<file path="src/rtl/video_timing_pkg.sv">
// Shared timing defaults, widths and lock-state encoding for the video sync decoder.
package video_timing_pkg;

    localparam int unsigned POS_W       = 10;
    localparam int unsigned COLOR_W     = 8;
    localparam int unsigned LINE_LEN_W  = 11;
    localparam int unsigned FRAME_LEN_W = 10;
    localparam int unsigned LOCK_CNT_W  = 8;

    localparam int unsigned DEF_H_ACTIVE   = 640;
    localparam int unsigned DEF_H_TOTAL    = 800;
    localparam int unsigned DEF_H_SYNC_END = 752;
    localparam int unsigned DEF_V_ACTIVE   = 480;
    localparam int unsigned DEF_V_TOTAL    = 525;
    localparam int unsigned DEF_V_SYNC_END = 492;
    localparam int unsigned DEF_LOCK_LINES = 2;

    typedef enum logic [1:0] {
        SEARCH = 2'd0,
        HLOCK  = 2'd1,
        LOCKED = 2'd2
    } lock_state_e;

    typedef struct packed {
        logic [COLOR_W-1:0] r;
        logic [COLOR_W-1:0] g;
        logic [COLOR_W-1:0] b;
    } rgb_t;

endpackage

</file>
<file path="src/rtl/video_sync_decoder_if.sv">
// Sync/pixel input bundle and recovered-timing output bundle of the decoder.
interface video_sync_decoder_if;
    import video_timing_pkg::*;

    logic                   i_hsync;
    logic                   i_vsync;
    logic [COLOR_W-1:0]     i_r;
    logic [COLOR_W-1:0]     i_g;
    logic [COLOR_W-1:0]     i_b;
    logic [POS_W-1:0]       o_hpos;
    logic [POS_W-1:0]       o_vpos;
    logic                   o_visible;
    logic [COLOR_W-1:0]     o_r;
    logic [COLOR_W-1:0]     o_g;
    logic [COLOR_W-1:0]     o_b;
    logic                   o_locked;
    logic                   o_frame_start;
    logic                   o_err;
    logic [LINE_LEN_W-1:0]  o_line_len;

    modport slave (
        input  i_hsync, i_vsync, i_r, i_g, i_b,
        output o_hpos, o_vpos, o_visible, o_r, o_g, o_b,
        output o_locked, o_frame_start, o_err, o_line_len
    );

    modport master (
        output i_hsync, i_vsync, i_r, i_g, i_b,
        input  o_hpos, o_vpos, o_visible, o_r, o_g, o_b,
        input  o_locked, o_frame_start, o_err, o_line_len
    );

endinterface

</file>
<file path="src/rtl/period_meter.sv">
// Saturating mark-to-mark counter; the first mark after reset or clr only arms it.
module period_meter #(
    parameter int unsigned W = 11
) (
    input  logic         clk,
    input  logic         rst_n,
    input  logic         en,
    input  logic         mark,
    input  logic         clr,
    output logic [W-1:0] period_c,
    output logic         meas_c,
    output logic         sat_c
);

    localparam logic [W-1:0] MAX = '1;

    logic [W-1:0] cnt_q, cnt_d;
    logic         armed_q, armed_d;

    // An enable coinciding with the mark belongs to the new period.
    always_comb begin
        cnt_d   = cnt_q;
        armed_d = armed_q;
        if (mark) begin
            cnt_d   = W'(en);
            armed_d = 1'b1;
        end else if (en && (cnt_q != MAX)) begin
            cnt_d = cnt_q + W'(1);
        end
        if (clr) armed_d = 1'b0;
    end

    always_ff @(posedge clk or negedge rst_n) begin
        if (!rst_n) begin
            cnt_q   <= '0;
            armed_q <= 1'b0;
        end else begin
            cnt_q   <= cnt_d;
            armed_q <= armed_d;
        end
    end

    assign period_c = cnt_q;
    assign meas_c   = mark & armed_q;
    assign sat_c    = armed_q & (cnt_q == MAX);

endmodule

</file>
<file path="src/rtl/video_sync_decoder.sv">
// Recovers pixel position from raw h/v syncs and tracks timing lock.
module video_sync_decoder
    import video_timing_pkg::*;
#(
    parameter int unsigned H_ACTIVE        = DEF_H_ACTIVE,
    parameter int unsigned H_TOTAL         = DEF_H_TOTAL,
    parameter int unsigned H_SYNC_END      = DEF_H_SYNC_END,
    parameter int unsigned V_ACTIVE        = DEF_V_ACTIVE,
    parameter int unsigned V_TOTAL         = DEF_V_TOTAL,
    parameter int unsigned V_SYNC_END      = DEF_V_SYNC_END,
    parameter bit          SYNC_ACTIVE_LOW = 1'b1,
    parameter int unsigned LOCK_LINES      = DEF_LOCK_LINES
) (
    input  logic                  i_clk,
    input  logic                  i_rst_n,
    video_sync_decoder_if.slave   bus
);

    logic                   hs_a, vs_a, h_tr, v_tr, h_wrap;
    logic                   hs_prev_q, vs_prev_q;
    logic [POS_W-1:0]       h_cnt_q, h_cnt_d, v_cnt_q, v_cnt_d;
    lock_state_e            state_q, state_d;
    logic [LOCK_CNT_W-1:0]  good_lines_q, good_lines_d;
    logic                   clean_q, clean_d;
    logic                   meter_clr;
    logic [LINE_LEN_W-1:0]  line_period, line_len_q, line_len_d;
    logic [FRAME_LEN_W-1:0] frame_period;
    logic                   line_meas, line_sat, frame_meas, frame_sat;
    logic                   line_good, line_bad, frame_bad;
    logic                   vis_q, vis_d, fs_q, fs_d, err_q, err_d, locked_q, locked_d;
    rgb_t                   pix_q, pix_d;

    assign hs_a = SYNC_ACTIVE_LOW ? ~bus.i_hsync : bus.i_hsync;
    assign vs_a = SYNC_ACTIVE_LOW ? ~bus.i_vsync : bus.i_vsync;
    assign h_tr = hs_prev_q & ~hs_a;
    assign v_tr = vs_prev_q & ~vs_a;

    // Position of the sample being taken this clock; registered it becomes o_hpos/o_vpos.
    always_comb begin
        h_wrap  = 1'b0;
        h_cnt_d = h_cnt_q + POS_W'(1);
        v_cnt_d = v_cnt_q;
        if (h_tr) begin
            h_cnt_d = POS_W'(H_SYNC_END);
        end else if (h_cnt_q == POS_W'(H_TOTAL - 1)) begin
            h_cnt_d = '0;
            h_wrap  = 1'b1;
        end
        if (v_tr) begin
            v_cnt_d = POS_W'(V_SYNC_END);
        end else if (h_wrap) begin
            v_cnt_d = (v_cnt_q == POS_W'(V_TOTAL - 1)) ? '0 : v_cnt_q + POS_W'(1);
        end
    end

    period_meter #(.W(LINE_LEN_W)) u_line_meter (
        .clk      (i_clk),
        .rst_n    (i_rst_n),
        .en       (1'b1),
        .mark     (h_tr),
        .clr      (meter_clr),
        .period_c (line_period),
        .meas_c   (line_meas),
        .sat_c    (line_sat)
    );

    period_meter #(.W(FRAME_LEN_W)) u_frame_meter (
        .clk      (i_clk),
        .rst_n    (i_rst_n),
        .en       (h_tr),
        .mark     (v_tr),
        .clr      (meter_clr),
        .period_c (frame_period),
        .meas_c   (frame_meas),
        .sat_c    (frame_sat)
    );

    assign line_good = line_meas && (line_period == LINE_LEN_W'(H_TOTAL));
    assign line_bad  = (line_meas && !line_good) || line_sat;
    assign frame_bad = (frame_meas && (frame_period != FRAME_LEN_W'(V_TOTAL))) || frame_sat;

    // A frame only counts toward lock if every line in it was measured and good.
    always_comb begin
        state_d      = state_q;
        good_lines_d = good_lines_q;
        clean_d      = clean_q;
        err_d        = 1'b0;
        if (v_tr) clean_d = (state_q != SEARCH) || (good_lines_q != '0);
        if (line_bad) clean_d = 1'b0;
        unique case (state_q)
            SEARCH: begin
                if (line_bad) begin
                    good_lines_d = '0;
                end else if (line_good) begin
                    good_lines_d = good_lines_q + LOCK_CNT_W'(1);
                    if (good_lines_d >= LOCK_CNT_W'(LOCK_LINES)) state_d = HLOCK;
                end
            end
            HLOCK: begin
                if (line_bad) begin
                    state_d = SEARCH;
                end else if (frame_meas && clean_q &&
                             (frame_period == FRAME_LEN_W'(V_TOTAL))) begin
                    state_d = LOCKED;
                end
            end
            LOCKED: begin
                if (line_bad || frame_bad) begin
                    state_d = SEARCH;
                    err_d   = 1'b1;
                end
            end
            default: state_d = SEARCH;
        endcase
        meter_clr = (state_d == SEARCH) && (state_q != SEARCH);
        if (meter_clr) begin
            good_lines_d = '0;
            clean_d      = 1'b0;
        end
    end

    always_comb begin
        locked_d   = (state_d == LOCKED);
        vis_d      = locked_d && (h_cnt_d < POS_W'(H_ACTIVE)) && (v_cnt_d < POS_W'(V_ACTIVE));
        fs_d       = locked_d && (h_cnt_d == '0) && (v_cnt_d == '0);
        line_len_d = h_tr ? line_period : line_len_q;
        pix_d      = '{r: bus.i_r, g: bus.i_g, b: bus.i_b};
    end

    always_ff @(posedge i_clk or negedge i_rst_n) begin
        if (!i_rst_n) begin
            hs_prev_q    <= 1'b0;
            vs_prev_q    <= 1'b0;
            h_cnt_q      <= '0;
            v_cnt_q      <= '0;
            state_q      <= SEARCH;
            good_lines_q <= '0;
            clean_q      <= 1'b0;
            line_len_q   <= '0;
            vis_q        <= 1'b0;
            fs_q         <= 1'b0;
            err_q        <= 1'b0;
            locked_q     <= 1'b0;
            pix_q        <= '0;
        end else begin
            hs_prev_q    <= hs_a;
            vs_prev_q    <= vs_a;
            h_cnt_q      <= h_cnt_d;
            v_cnt_q      <= v_cnt_d;
            state_q      <= state_d;
            good_lines_q <= good_lines_d;
            clean_q      <= clean_d;
            line_len_q   <= line_len_d;
            vis_q        <= vis_d;
            fs_q         <= fs_d;
            err_q        <= err_d;
            locked_q     <= locked_d;
            pix_q        <= pix_d;
        end
    end

    assign bus.o_hpos        = h_cnt_q;
    assign bus.o_vpos        = v_cnt_q;
    assign bus.o_visible     = vis_q;
    assign bus.o_r           = pix_q.r;
    assign bus.o_g           = pix_q.g;
    assign bus.o_b           = pix_q.b;
    assign bus.o_locked      = locked_q;
    assign bus.o_frame_start = fs_q;
    assign bus.o_err         = err_q;
    assign bus.o_line_len    = line_len_q;

endmodule

</file>
<file path="src/flat_wrapper.sv">
// flat-port wrapper written by rule: the top's interface ports become plain ports
module video_sync_decoder_flat import video_timing_pkg::*;
#(
    parameter int unsigned H_ACTIVE        = DEF_H_ACTIVE,
    parameter int unsigned H_TOTAL         = DEF_H_TOTAL,
    parameter int unsigned H_SYNC_END      = DEF_H_SYNC_END,
    parameter int unsigned V_ACTIVE        = DEF_V_ACTIVE,
    parameter int unsigned V_TOTAL         = DEF_V_TOTAL,
    parameter int unsigned V_SYNC_END      = DEF_V_SYNC_END,
    parameter bit          SYNC_ACTIVE_LOW = 1'b1,
    parameter int unsigned LOCK_LINES      = DEF_LOCK_LINES
)
  (i_clk, i_rst_n, bus_i_hsync, bus_i_vsync, bus_i_r, bus_i_g, bus_i_b, bus_o_hpos, bus_o_vpos, bus_o_visible, bus_o_r, bus_o_g, bus_o_b, bus_o_locked, bus_o_frame_start, bus_o_err, bus_o_line_len);
  video_sync_decoder_if bus_i ();
  input  logic i_clk;
  input  logic i_rst_n;
  input wire logic [$bits(bus_i.i_hsync)-1:0] bus_i_hsync;
  input wire logic [$bits(bus_i.i_vsync)-1:0] bus_i_vsync;
  input wire logic [$bits(bus_i.i_r)-1:0] bus_i_r;
  input wire logic [$bits(bus_i.i_g)-1:0] bus_i_g;
  input wire logic [$bits(bus_i.i_b)-1:0] bus_i_b;
  output wire logic [$bits(bus_i.o_hpos)-1:0] bus_o_hpos;
  output wire logic [$bits(bus_i.o_vpos)-1:0] bus_o_vpos;
  output wire logic [$bits(bus_i.o_visible)-1:0] bus_o_visible;
  output wire logic [$bits(bus_i.o_r)-1:0] bus_o_r;
  output wire logic [$bits(bus_i.o_g)-1:0] bus_o_g;
  output wire logic [$bits(bus_i.o_b)-1:0] bus_o_b;
  output wire logic [$bits(bus_i.o_locked)-1:0] bus_o_locked;
  output wire logic [$bits(bus_i.o_frame_start)-1:0] bus_o_frame_start;
  output wire logic [$bits(bus_i.o_err)-1:0] bus_o_err;
  output wire logic [$bits(bus_i.o_line_len)-1:0] bus_o_line_len;
  assign bus_i.i_hsync = bus_i_hsync;
  assign bus_i.i_vsync = bus_i_vsync;
  assign bus_i.i_r = bus_i_r;
  assign bus_i.i_g = bus_i_g;
  assign bus_i.i_b = bus_i_b;
  assign bus_o_hpos = bus_i.o_hpos;
  assign bus_o_vpos = bus_i.o_vpos;
  assign bus_o_visible = bus_i.o_visible;
  assign bus_o_r = bus_i.o_r;
  assign bus_o_g = bus_i.o_g;
  assign bus_o_b = bus_i.o_b;
  assign bus_o_locked = bus_i.o_locked;
  assign bus_o_frame_start = bus_i.o_frame_start;
  assign bus_o_err = bus_i.o_err;
  assign bus_o_line_len = bus_i.o_line_len;
  video_sync_decoder #(.H_ACTIVE(H_ACTIVE), .H_TOTAL(H_TOTAL), .H_SYNC_END(H_SYNC_END), .V_ACTIVE(V_ACTIVE), .V_TOTAL(V_TOTAL), .V_SYNC_END(V_SYNC_END), .SYNC_ACTIVE_LOW(SYNC_ACTIVE_LOW), .LOCK_LINES(LOCK_LINES)) u_core (.i_clk(i_clk), .i_rst_n(i_rst_n), .bus(bus_i));
endmodule
</file>
<file path="config.mk">
export PLATFORM = sky130hd
export DESIGN_NAME = video_sync_decoder_flat
export DESIGN_NICKNAME = d
export VERILOG_FILES = /design/src/rtl/video_timing_pkg.sv /design/src/rtl/video_sync_decoder_if.sv /design/src/rtl/period_meter.sv /design/src/rtl/video_sync_decoder.sv /design/src/flat_wrapper.sv
export SDC_FILE = /design/constraint.sdc
export NUM_CORES = 1
export LEC_CHECK = 0
export CAP_MARGIN = 40
export CORE_UTILIZATION = 52
export CTS_CLUSTER_SIZE = 30
export DETAILED_ROUTE_END_ITERATION = 8
export PLACE_DENSITY = 0.8
export SLEW_MARGIN = 10
export SYNTH_ARGS = -nofsm -noshare
export SYNTH_HDL_FRONTEND = slang
export SYNTH_SLANG_ARGS = --single-unit
</file>
<file path="constraint.sdc">
create_clock -name i_clk -period 2.75 [get_ports i_clk]
set_input_delay 0.55 -clock i_clk [delete_from_list [all_inputs] [get_ports i_clk]]
set_output_delay 0.55 -clock i_clk [all_outputs]
set_load 0.03 [all_outputs]
</file>
==> qor.yml, run 1 <==
status: "complete, no violations"
ff2ff_path_depth: 5
io_pins: 87
grt_overflow: 0
yosysTopAreaCell: "dfrtp_1"
drv_cap: 0
gp_congestion: 0.871
die_width_microns: 94.1
min_path_type: "input port to async pin"
cpPeakStageDelay_ns: 0.54
syn_area_sq_um: 4410
cts.path.max_buffers: 2
route.detailed.drc: 0
fin_nets: 578
clock_tree.root_cell: "clkbuf_8"
via_count: 3676
place_ws_ns: -0.0733
drt-total-wl_microns: 10100
diodes: 0
dp_cells: 634
clock_skew_ns: 0.00742
cp_common_cell: "or3_4"
final-setup-viol-count: 0
crit_fanout: 8
p_int_w: 0.00217
htree_levels: 3
vdd_drop_max_mv: 0.380
start_util: 0.536
clkSinkCount: 95
end_kind: "register"
final_cell_area_sq_um: 5650
synth_common_cells: "dfrtp_1 (95), nand2_1 (54), nor2_1 (42), inv_1 (21), nand3_1 (18)"
die_h_microns: 94.1
period_minus_slack_ns: 2.61
powerDensity_nw_per_um2: 573
multiInputGateArea_sq_um: 1900
die_area_sq_um: 8850
fp.coreArea_sq_um: 8220
slew_headroom: 0.545
yosysMostFrequentCell: "dfrtp_1"
synth_ff_type: "dfrtp_1"
fin_total_pwr_w: 0.00324
synth.yosys.seq_area_share: 0.539
syn_to_final_growth_pct: 28.2
first_pass_iters: 5
placed_area_sq_um: 5460
grt_first_pass_wirelength_microns: 16900
sequentialPowerShare: 0.509
fp-row-count: 33
postSynth.asyncResetShare: 1.00
cp.arrival_ns: 2.86
slew_violations: 0
leakagePower_nw: 2.42
synth_top_area_frac: 0.539
path_clk_slew_ns: 0.10
start_kind: "register"
crit_path_cell_trace: "or3_4 -> or3_4 -> o41ai_1 -> nand4_1 -> a2111oi_2"
grt_pass1_vias: 3682
slowest_stage: "o41ai_1"
nFillCells: 652
synth_cell_types: 54
port_buffers: 86
cts_tree: "built"
synth_edf_count: 0
synth_seq_cells: 95
avgRoutedWirePerCell_microns: 15.5
rsz0062_at_grt: "no"
clkPwrFrac: 0.271
numCtsBuffers: 9
final_cells: 650
clkLatencyLatePin_ns: 0.36
netlist_instances: 442
syn_avg_cell_area_sq_um: 9.97
vias_per_cell: 5.66
regArea_sq_um: 2380
worstPathRequired_ns: 3.00
antenna_found_initial: 0
final_hold_viol_count: 0
synth_warnings: 0
fin_ws_ns: 0.139
syn-num-nets: 480
criticalPathCategory: "register to register"
switching_share: 0.328
period_share: 0.949
drt_iter0_drc: 287
grt_max_degree: 55
fmax_mhz: 383
drtAntennaViolNets: 0
dp_hpwl_microns: 7270
track_usage: 0.247
drive_gt1_frac: 0.0826
pwr-share-comb: 0.220
switchingPower_w: 0.00106
synthTopCellsByArea: "dfrtp_1 (54%), nand2_1 (4.6%), nor2_1 (3.6%)"
tightest_slew_ns: 0.683
==> path summary, 6_finish.rpt <==
check / start / endpoint / slack (ns)
max: u_core.bus.o_hpos[5] / u_core.bus.o_frame_start / 0.14
min: i_rst_n / u_core.u_frame_meter.period_c[1] / 0.23
max reg2reg: u_core.bus.o_hpos[5] / u_core.bus.o_frame_start / 0.14
min reg2reg: u_core.bus.o_line_len[6] / u_core.bus.o_line_len[6] / 0.49
max in group asynchronous: i_rst_n / u_core.u_line_meter.period_c[9] / 1.86
min in group i_clk: u_core.bus.o_line_len[6] / u_core.bus.o_line_len[6] / 0.49
==> logic make-up (layout without fill, tap and decap cells) <==
kind of cell | count (synthesis) | count (layout) | synth area share
AOI/OAI and AO/OA | 74 | 74 | 0.110
xor gates and xnor gates | 26 | 26 | 0.0517
adders and majority gates | 10 | 10 | 0.0284
buffers and inverters | 35 | 138 | 0.0309
DFF | 95 | 95 | 0.539
muxes | 1 | 1 | 0.00227
and+or+nand+nor | 201 | 201 | 0.237
==> area by class of cell <==
class	count	area share
Sequential cell	95	0.421
Multi-Input combinational cell	312	0.335
Timing Repair Buffer	101	0.174
Tap cell	105	0.0233
Clock buffer	9	0.0219
Inverter	21	0.0140
Clock inverter	7	0.0106
==> critical path: cells and delay by family (launching register included) <==
family           cells  cell delay [ns]
AND/OR/NAND/NOR      3             1.07
flip-flops           1             0.47
AO/OA/AOI/OAI        2             0.95
==> flip-flops by register name, indices dropped and copies added (netlist names), 2 cells and up <==
signal	count
u_core.bus.o_r	8
u_core.state_q	2
u_core.u_frame_meter.period_c	10
u_core.bus.o_line_len	11
u_core.bus.o_b	8
u_core.bus.o_g	8
u_core.good_lines_q	8
u_core.bus.o_vpos	10
u_core.bus.o_hpos	10
u_core.u_line_meter.period_c	11
==> power by group through the flow <==
stage	Combinational [W]	Sequential (W)	Clock [W]
6_report	0.000712	0.00165	0.000876
5_1_grt	0.000787	0.00167	0.000954
4_1_cts	0.000715	0.00165	0.000895
3_5_place_dp	0.000709	0.00167	0
3_3_place_gp	0.000694	0.00166	0
2_1_floorplan	0.000332	0.00175	0
==> layout by cell type (no fill, tap or decap), types with 4 or more instances in the layout <==
cell type        netlist  routed
dfrtp_1               95      95
clkdlybuf4s50_1        0      85
nand2_1               54      54
nor2_1                42      42
inv_1                 21      21
nand3_1               18      18
nand4_1               17      17
a21oi_1               17      17
o21ai_0               15      15
buf_4                  0      15
xnor2_1               14      14
xor2_1                12      12
nor3_1                12      12
and3_1                11      11
and2_1                 9       9
or3_1                  9       9
ha_1                  10       9
clkbuf_8               0       9
a31oi_1                8       8
o21ai_1                5       5
nand3b_1               5       5
a211oi_1               4       4
inv_6                  0       4
==> per-stage QoR <==
stage          hold slack (ns)  utilization  setup TNS (ns)
2_1_floorplan            0.254            -               0
3_3_place_gp             0.462        0.665               0
3_5_place_dp             0.462        0.665         -0.0738
4_1_cts                  0.247        0.687               0
5_1_grt                  0.277        0.688               0
6_report                 0.227        0.688               0
==> per-layer routing <==
metal | vias to the layer above | share of wire | track usage
met5 | - | 0 | 0
met4 | 0 | 0.013 | 0.0936
met2 | 134 | 0.49 | 0.409
met1 | 1769 | 0.42 | 0.302
met3 | 15 | 0.078 | 0.0736
li1 | 1758 | - | -
==> what timing repair did <==
| action | CTS | global route |
|---|---|---|
| gates resized for setup | 0 | 1 |
| hold buffers | 0 | 0 |
| endpoints found under the setup margin | 0 | 1 |
| buffers inserted | 0 | 0 |
Power figures use the tool's default switching activity.
==> run 2: changes to the inputs <==
--- a/config.mk
+++ b/config.mk
@@ -6,10 +6,12 @@
 export NUM_CORES = 1
 export LEC_CHECK = 0
 export CAP_MARGIN = 40
-export CORE_UTILIZATION = 52
+export CELL_PAD_IN_SITES_DETAIL_PLACEMENT = 0
+export CELL_PAD_IN_SITES_GLOBAL_PLACEMENT = 1
+export CORE_UTILIZATION = 43
 export CTS_CLUSTER_SIZE = 30
 export DETAILED_ROUTE_END_ITERATION = 8
-export PLACE_DENSITY = 0.8
+export PLACE_DENSITY_LB_ADDON = 0.1
 export SLEW_MARGIN = 10
 export SYNTH_ARGS = -nofsm -noshare
 export SYNTH_HDL_FRONTEND = slang
==> constraint.sdc (replaced) <==
create_clock -name i_clk -period 3.35 [get_ports i_clk]
set_input_delay 0.67 -clock i_clk [delete_from_list [all_inputs] [get_ports i_clk]]
set_output_delay 0.67 -clock i_clk [all_outputs]
set_load 0.03 [all_outputs]
==> run 2 against run 1 <==
Wire length shrank 1.5%; total power shrank 17%; cell count grew 3.7%; design area grew 0.46%; clock skew grew 0.0070 ns.
==> qor.yml, run 2 (same netlist as run 1, synthesis figures left out) <==
status: "complete, no violations"  # unchanged
cp.arrival_ns: 2.85  # was 2.86 ns
vias_per_cell: 5.25  # was 5.66
drive_gt1_frac: 0.0739  # was 0.0826
fp.coreArea_sq_um: 9860  # was 8220 sq um
start_kind: "register"  # unchanged
final_hold_viol_count: 0  # unchanged
placed_area_sq_um: 5470  # was 5460 sq um
grt_max_degree: 56  # was 55
cpPeakStageDelay_ns: 0.52  # was 0.54 ns
vdd_drop_max_mv: 0.267  # was 0.380 mV
final-setup-viol-count: 0  # unchanged
die_h_microns: 103  # was 94.1 microns
clkSinkCount: 95  # unchanged
period_share: 0.777  # was 0.949
crit_path_cell_trace: "ha_1 -> and4_1 -> a21oi_1 -> a31oi_1 -> or3_1 -> or4b_4 -> a2111oi_2"  # was or3_4 -> or3_4 -> o41ai_1 -> nand4_1 -> a2111oi_2
clock_skew_ns: 0.0144  # was 0.00742 ns
final_cell_area_sq_um: 5680  # was 5650 sq um
die_width_microns: 103  # was 94.1 microns
worstPathRequired_ns: 3.60  # was 3.00 ns
dp_hpwl_microns: 7050  # was 7270 microns
drtAntennaViolNets: 0  # unchanged
crit_fanout: 6  # was 8
drt-total-wl_microns: 9940  # was 10100 microns
tightest_slew_ns: 0.586  # was 0.683 ns
track_usage: 0.205  # was 0.247
dp_cells: 658  # was 634
via_count: 3538  # was 3676
powerDensity_nw_per_um2: 474  # was 573 nW/um^2
holdBufCountCts: 0  # unchanged
setup_tns_ns: 0  # unchanged
leakagePower_nw: 2.40  # was 2.42 nW
avgRoutedWirePerCell_microns: 14.7  # was 15.5 microns
start_util: 0.447  # was 0.536
die_area_sq_um: 10700  # was 8850 sq um
period_minus_slack_ns: 2.60  # was 2.61 ns
grt_first_pass_wirelength_microns: 16700  # was 16900 microns
layout_commonest_cell: "dfrtp_1"  # unchanged
gp_congestion: 0.841  # was 0.871
fin_total_pwr_w: 0.00269  # was 0.00324 W
drt_iter0_drc: 128  # was 287
drv_cap: 0  # unchanged
syn_to_final_growth_pct: 28.8  # was 28.2%
grt_overflow: 0  # unchanged
cts.path.max_buffers: 2  # unchanged
rrSetupSlack_ns: 0.75  # was 0.14 ns
slowest_stage: "or4b_4"  # was o41ai_1
fin_nets: 574  # was 578
fp-row-count: 36  # was 33
clock_tree.root_cell: "clkbuf_8"  # unchanged
min_path_type: "input port to async pin"  # unchanged
slew_headroom: 0.604  # was 0.545
antenna_found_initial: 0  # unchanged
slew_violations: 0  # unchanged
port_buffers: 86  # unchanged
ctsResizeCount: 0  # unchanged
reg2reg_from: "u_core.bus.o_hpos[0]"  # was u_core.bus.o_hpos[5]
final_cells: 674  # was 650
cts_setup_buffers: 0  # unchanged
cts_tree: "built"  # unchanged
rsz0062_at_grt: "no"  # unchanged
layout_common_cells: "dfrtp_1 (95), clkdlybuf4s50_1 (85), nand2_1 (54)"  # unchanged
first_pass_iters: 4  # was 5
fmax_mhz: 384  # was 383 MHz
ff2ff_path_depth: 7  # was 5
diodes: 0  # unchanged
clkLatencyLatePin_ns: 0.36  # about the same
end_kind: "register"  # unchanged
grt_pass1_vias: 3421  # was 3682
criticalPathCategory: "register to register"  # unchanged
r2r_end: "u_core.bus.o_frame_start"  # unchanged
io_pins: 87  # unchanged
numCtsBuffers: 9  # unchanged
path_clk_slew_ns: 0.10  # about the same
htree_levels: 3  # unchanged
route.detailed.drc: 0  # unchanged
-- run 2: cell count changes in the layout (fill, tap and decap cells not counted), sizes merged --
cell | before | now
clkinv | 2 | 3
buf | 16 | 12
inv | 26 | 25
-- run 2: cell type report --
class	instances	area [sq um]
fillers	869	4190
flip-flops and latches	95	2380
multi-input cells	312	1890
repair buffers	97	953
well taps	133	166
clock buffers	9	124
clock inverters	7	83.8
inverters	21	78.8
-- run 2: how the worst max path moves through the flow --
| stage | slack [ns] | cells past startpoint | start | end |
|---|---|---|---|---|
| floorplan | 0.70 | 8 | u_core.bus.o_hpos[0] | u_core.bus.o_frame_start |
| global placement | 0.47 | 6 | bus_i_hsync | u_core.bus.o_frame_start |
| detailed placement | 0.43 | 6 | bus_i_hsync | u_core.bus.o_frame_start |
| CTS | 0.73 | 9 | u_core.u_frame_meter.period_c[1] | u_core.clean_q |
| global route | 0.46 | 9 | u_core.u_frame_meter.period_c[1] | u_core.clean_q |
| finish | 0.75 | 7 | u_core.bus.o_hpos[0] | u_core.bus.o_frame_start |
-- run 2: report_power, final --
| group | switching [W] | leakage, nW | total (W) | internal (W) |
|---|---|---|---|---|
| combinational | 0.000317 | 1.12 | 0.000569 | 0.000252 |
| sequential | 0.000119 | 1.18 | 0.00136 | 0.00124 |
| clock | 0.000461 | 0.104 | 0.000761 | 0.000300 |
| total | 0.000897 | 2.40 | 0.00269 | 0.00179 |
-- run 2: through the flow --
stage	util	setup slack (ns)	hold slack, ns
2_1_floorplan	-	0.703	0.374
3_3_place_gp	0.554	0.470	0.465
3_5_place_dp	0.554	0.434	0.467
4_1_cts	0.575	0.728	0.271
5_1_grt	0.575	0.459	0.291
6_report	0.575	0.747	0.275
-- run 2: metal layers --
layer / wire [microns] / global-route usage / part of all wire / vias to the layer above
met5: 0 / 0 / 0 / -
met3: 580 / 0.0558 / 0.058 / 11
met1: 4640 / 0.281 / 0.47 / 1704
met2: 4610 / 0.320 / 0.46 / 80
li1: - / - / - / 1743
met4: 108 / 0.0618 / 0.011 / 0
-- run 2: critical path: cells and delay by family (launching register included) --
family | cells | cell delay, ns
compound gates | 3 | 0.54
fa+ha+maj | 1 | 0.31
simple gates | 3 | 1.20
flops | 1 | 0.46
==> run 3: changes to the inputs <==
--- a/config.mk
+++ b/config.mk
@@ -8,7 +8,7 @@
 export CAP_MARGIN = 40
 export CELL_PAD_IN_SITES_DETAIL_PLACEMENT = 0
 export CELL_PAD_IN_SITES_GLOBAL_PLACEMENT = 1
-export CORE_UTILIZATION = 43
+export CORE_UTILIZATION = 36
 export CTS_CLUSTER_SIZE = 30
 export DETAILED_ROUTE_END_ITERATION = 8
 export PLACE_DENSITY_LB_ADDON = 0.1
==> constraint.sdc (replaced) <==
create_clock -name i_clk -period 2.35 [get_ports i_clk]
set_input_delay 0.47 -clock i_clk [delete_from_list [all_inputs] [get_ports i_clk]]
set_output_delay 0.47 -clock i_clk [all_outputs]
set_load 0.03 [all_outputs]
==> run 3 against run 2 <==
Core utilization is 5.0 points lower; count of clock-buffer cells in the layout stayed put; worst setup slack worse by 0.75 ns; register-to-register slack worse by 0.75 ns; flip-flop and latch count stayed put; die area is 19% higher; design area is 11% higher; wire length is 12% higher; sequential power is 42% higher.
==> qor.yml, run 3 (same netlist as run 1, synthesis figures left out) <==
cts_tree: "built"  # unchanged
final-setup-viol-count: 0  # unchanged
drt-total-wl_microns: 11200  # was 9940 microns
tightest_slew_ns: 0.382  # was 0.586 ns
layout_commonest_cell: "dfrtp_1"  # unchanged
sequentialPowerShare: 0.447  # was 0.505
drtAntennaViolNets: 0  # unchanged
grt_max_degree: 41  # was 56
final_hold_viol_count: 0  # unchanged
fin_total_pwr_w: 0.00431  # was 0.00269 W
drv_cap: 0  # unchanged
syn_to_final_growth_pct: 42.6  # was 28.8%
slowest_stage: "or3_4"  # was or4b_4
min_path_type: "input port to async pin"  # unchanged
p_int_w: 0.00299  # was 0.00179 W
die_width_microns: 113  # was 103 microns
grt_first_pass_wirelength_microns: 18800  # was 16700 microns
slew_violations: 0  # unchanged
grt_pass1_vias: 3868  # was 3421
gp_congestion: 0.872  # was 0.841
worstPathRequired_ns: 2.56  # was 3.60 ns
start_kind: "register"  # unchanged
first_pass_iters: 4  # unchanged
fp-row-count: 40  # was 36
layout_common_cells: "dfrtp_1 (90), clkdlybuf4s50_1 (85), buf_4 (56)"  # was dfrtp_1 (95), clkdlybuf4s50_1 (85), nand2_1 (54)
cp_common_cell: "or3_4"
clkSinkCount: 95  # unchanged
htree_levels: 3  # unchanged
route.detailed.drc: 0  # unchanged
diodes: 0  # unchanged
nFillCells: 1103  # was 869
switching_share: 0.307  # was 0.334
antenna_found_initial: 0  # unchanged
start_util: 0.368  # was 0.447
period_share: 1.00  # was 0.777
track_usage: 0.189  # was 0.205
numCtsBuffers: 9  # unchanged
via_count: 3718  # was 3538
clock_tree.root_cell: "clkbuf_16"  # was clkbuf_8
clkLatencyLatePin_ns: 0.35  # was 0.36 ns
cpLargestDelayFamily: "compound AO/OA/AOI/OAI gates"  # was simple AND/OR/NAND/NOR gates
vias_per_cell: 5.07  # was 5.25
status: "complete, no violations"  # unchanged
switchingPower_w: 0.00132  # was 0.000897 W
place_ws_ns: -0.321  # was 0.434 ns
end_kind: "register"  # unchanged
drive_gt1_frac: 0.191  # was 0.0739
drt_iter0_drc: 196  # was 128
dp_hpwl_microns: 8210  # was 7050 microns
fmax_mhz: 426  # was 384 MHz
pwr-share-comb: 0.232  # was 0.212
period_minus_slack_ns: 2.35  # was 2.60 ns
fin_ws_ns: 0.000136  # was 0.747 ns
cts.path.max_buffers: 2  # unchanged
leakagePower_nw: 2.75  # was 2.40 nW
finish.utilization: 0.525  # was 0.575
clkPwrFrac: 0.321  # was 0.283
powerDensity_nw_per_um2: 686  # was 474 nW/um^2
cpPeakStageDelay_ns: 0.45  # was 0.52 ns
vdd_drop_max_mv: 0.339  # was 0.267 mV
rsz0062_at_grt: "yes"  # was no
crit_path_cell_trace: "or3_4 -> or3_4 -> o31ai_2 -> o41ai_4 -> a2111oi_2 -> a211oi_1"  # was ha_1 -> and4_1 -> a21oi_1 -> a31oi_1 -> or3_1 -> or4b_4 -> a2111oi_2
die_h_microns: 113  # was 103 microns
fp.coreArea_sq_um: 12000  # was 9860 sq um
die_area_sq_um: 12700  # was 10700 sq um
path_clk_slew_ns: 0.07  # was 0.10 ns
clock_skew_ns: 0.00728  # was 0.0144 ns
grt_overflow: 0  # unchanged
crit_fanout: 5  # was 6
critPathBufInv: 0  # unchanged
avgRoutedWirePerCell_microns: 15.2  # was 14.7 microns
slew_headroom: 0.743  # was 0.604
port_buffers: 86  # unchanged
io_pins: 87  # unchanged
cp.arrival_ns: 2.56  # was 2.85 ns
fin_nets: 620  # was 574
criticalPathCategory: "register to register"  # unchanged
-- run 3: cell count changes in the layout (fill, tap and decap cells not counted), sizes merged --
cell      before  now
buf           12   58
clkinv         3    2
clkinvlp       0    2
inv           25   24
-- run 3: final timing paths --
path,start,to,slack (ns),depth (start not counted)
setup reg to reg,u_core.bus.o_hpos[5],u_core.bus.o_visible,0.0001,6
min in group i_clk,u_core.bus.o_line_len[8],u_core.bus.o_line_len[8],0.48,2
setup / recovery,u_core.bus.o_hpos[5],u_core.bus.o_visible,0.0001,6
max in group asynchronous,i_rst_n,u_core.bus.o_hpos[5],1.73,2
hold reg to reg,u_core.bus.o_line_len[8],u_core.bus.o_line_len[8],0.48,2
hold / removal,i_rst_n,u_core.u_frame_meter.period_c[1],0.04,1
-- run 3: metrics by stage --
step | cells | instance area (sq um) | hold slack [ns] | TNS [ns]
after global routing | 734 | 6280 | 0.0639 | -0.0831
final | 734 | 6280 | 0.0396 | 0
after detailed placement | 715 | 5850 | 0.425 | -1.11
after CTS | 731 | 6160 | 0.0475 | -0.0972
after floorplan | 442 | 4450 | 0.174 | -0.0101
after global placement | 715 | 5850 | 0.422 | -0.651
-- run 3: routing by layer --
layer | vias up | track usage | part of all wire
met5 | - | 0 | 0
met1 | 1782 | 0.242 | 0.46
li1 | 1832 | - | -
met4 | 0 | 0.0827 | 0.021
met3 | 14 | 0.0562 | 0.065
met2 | 90 | 0.297 | 0.46
-- run 3: power groups by stage --
| stage | Sequential (W) | Clock [W] | Combinational, W |
|---|---|---|---|
| 2_1_floorplan | 0.00206 | 0 | 0.000396 |
| 3_3_place_gp | 0.00195 | 0 | 0.000929 |
| 3_5_place_dp | 0.00195 | 0 | 0.000938 |
| 4_1_cts | 0.00193 | 0.00143 | 0.000996 |
| 5_1_grt | 0.00195 | 0.00151 | 0.00110 |
| 6_report | 0.00193 | 0.00139 | 0.00100 |
-- run 3: worst reg2reg max path, cell delays in order (launching register included) --
cell	delay, ns
dfrtp_2	0.41
or3_4	0.44
or3_4	0.45
o31ai_2	0.33
o41ai_4	0.16
a2111oi_2	0.34
a211oi_1	0.09
-- run 3: area by class of cell --
cell class	instances	area, sq um	area share
flip-flops and latches	95	2380	0.379
clock inverters	7	55.1	0.00876
well taps	147	184	0.0293
clock buffers	9	225	0.0358
repair buffers	143	1300	0.207
inverters	21	78.8	0.0125
multi-input cells	312	2050	0.327
-- run 3: timing repair --
action	in CTS	in global routing
setup buffers	0	3
resized for setup	7	18
hold buffers	0	0
cloned	0	0
endpoints found under the setup margin	13	13
pin swaps	4	10
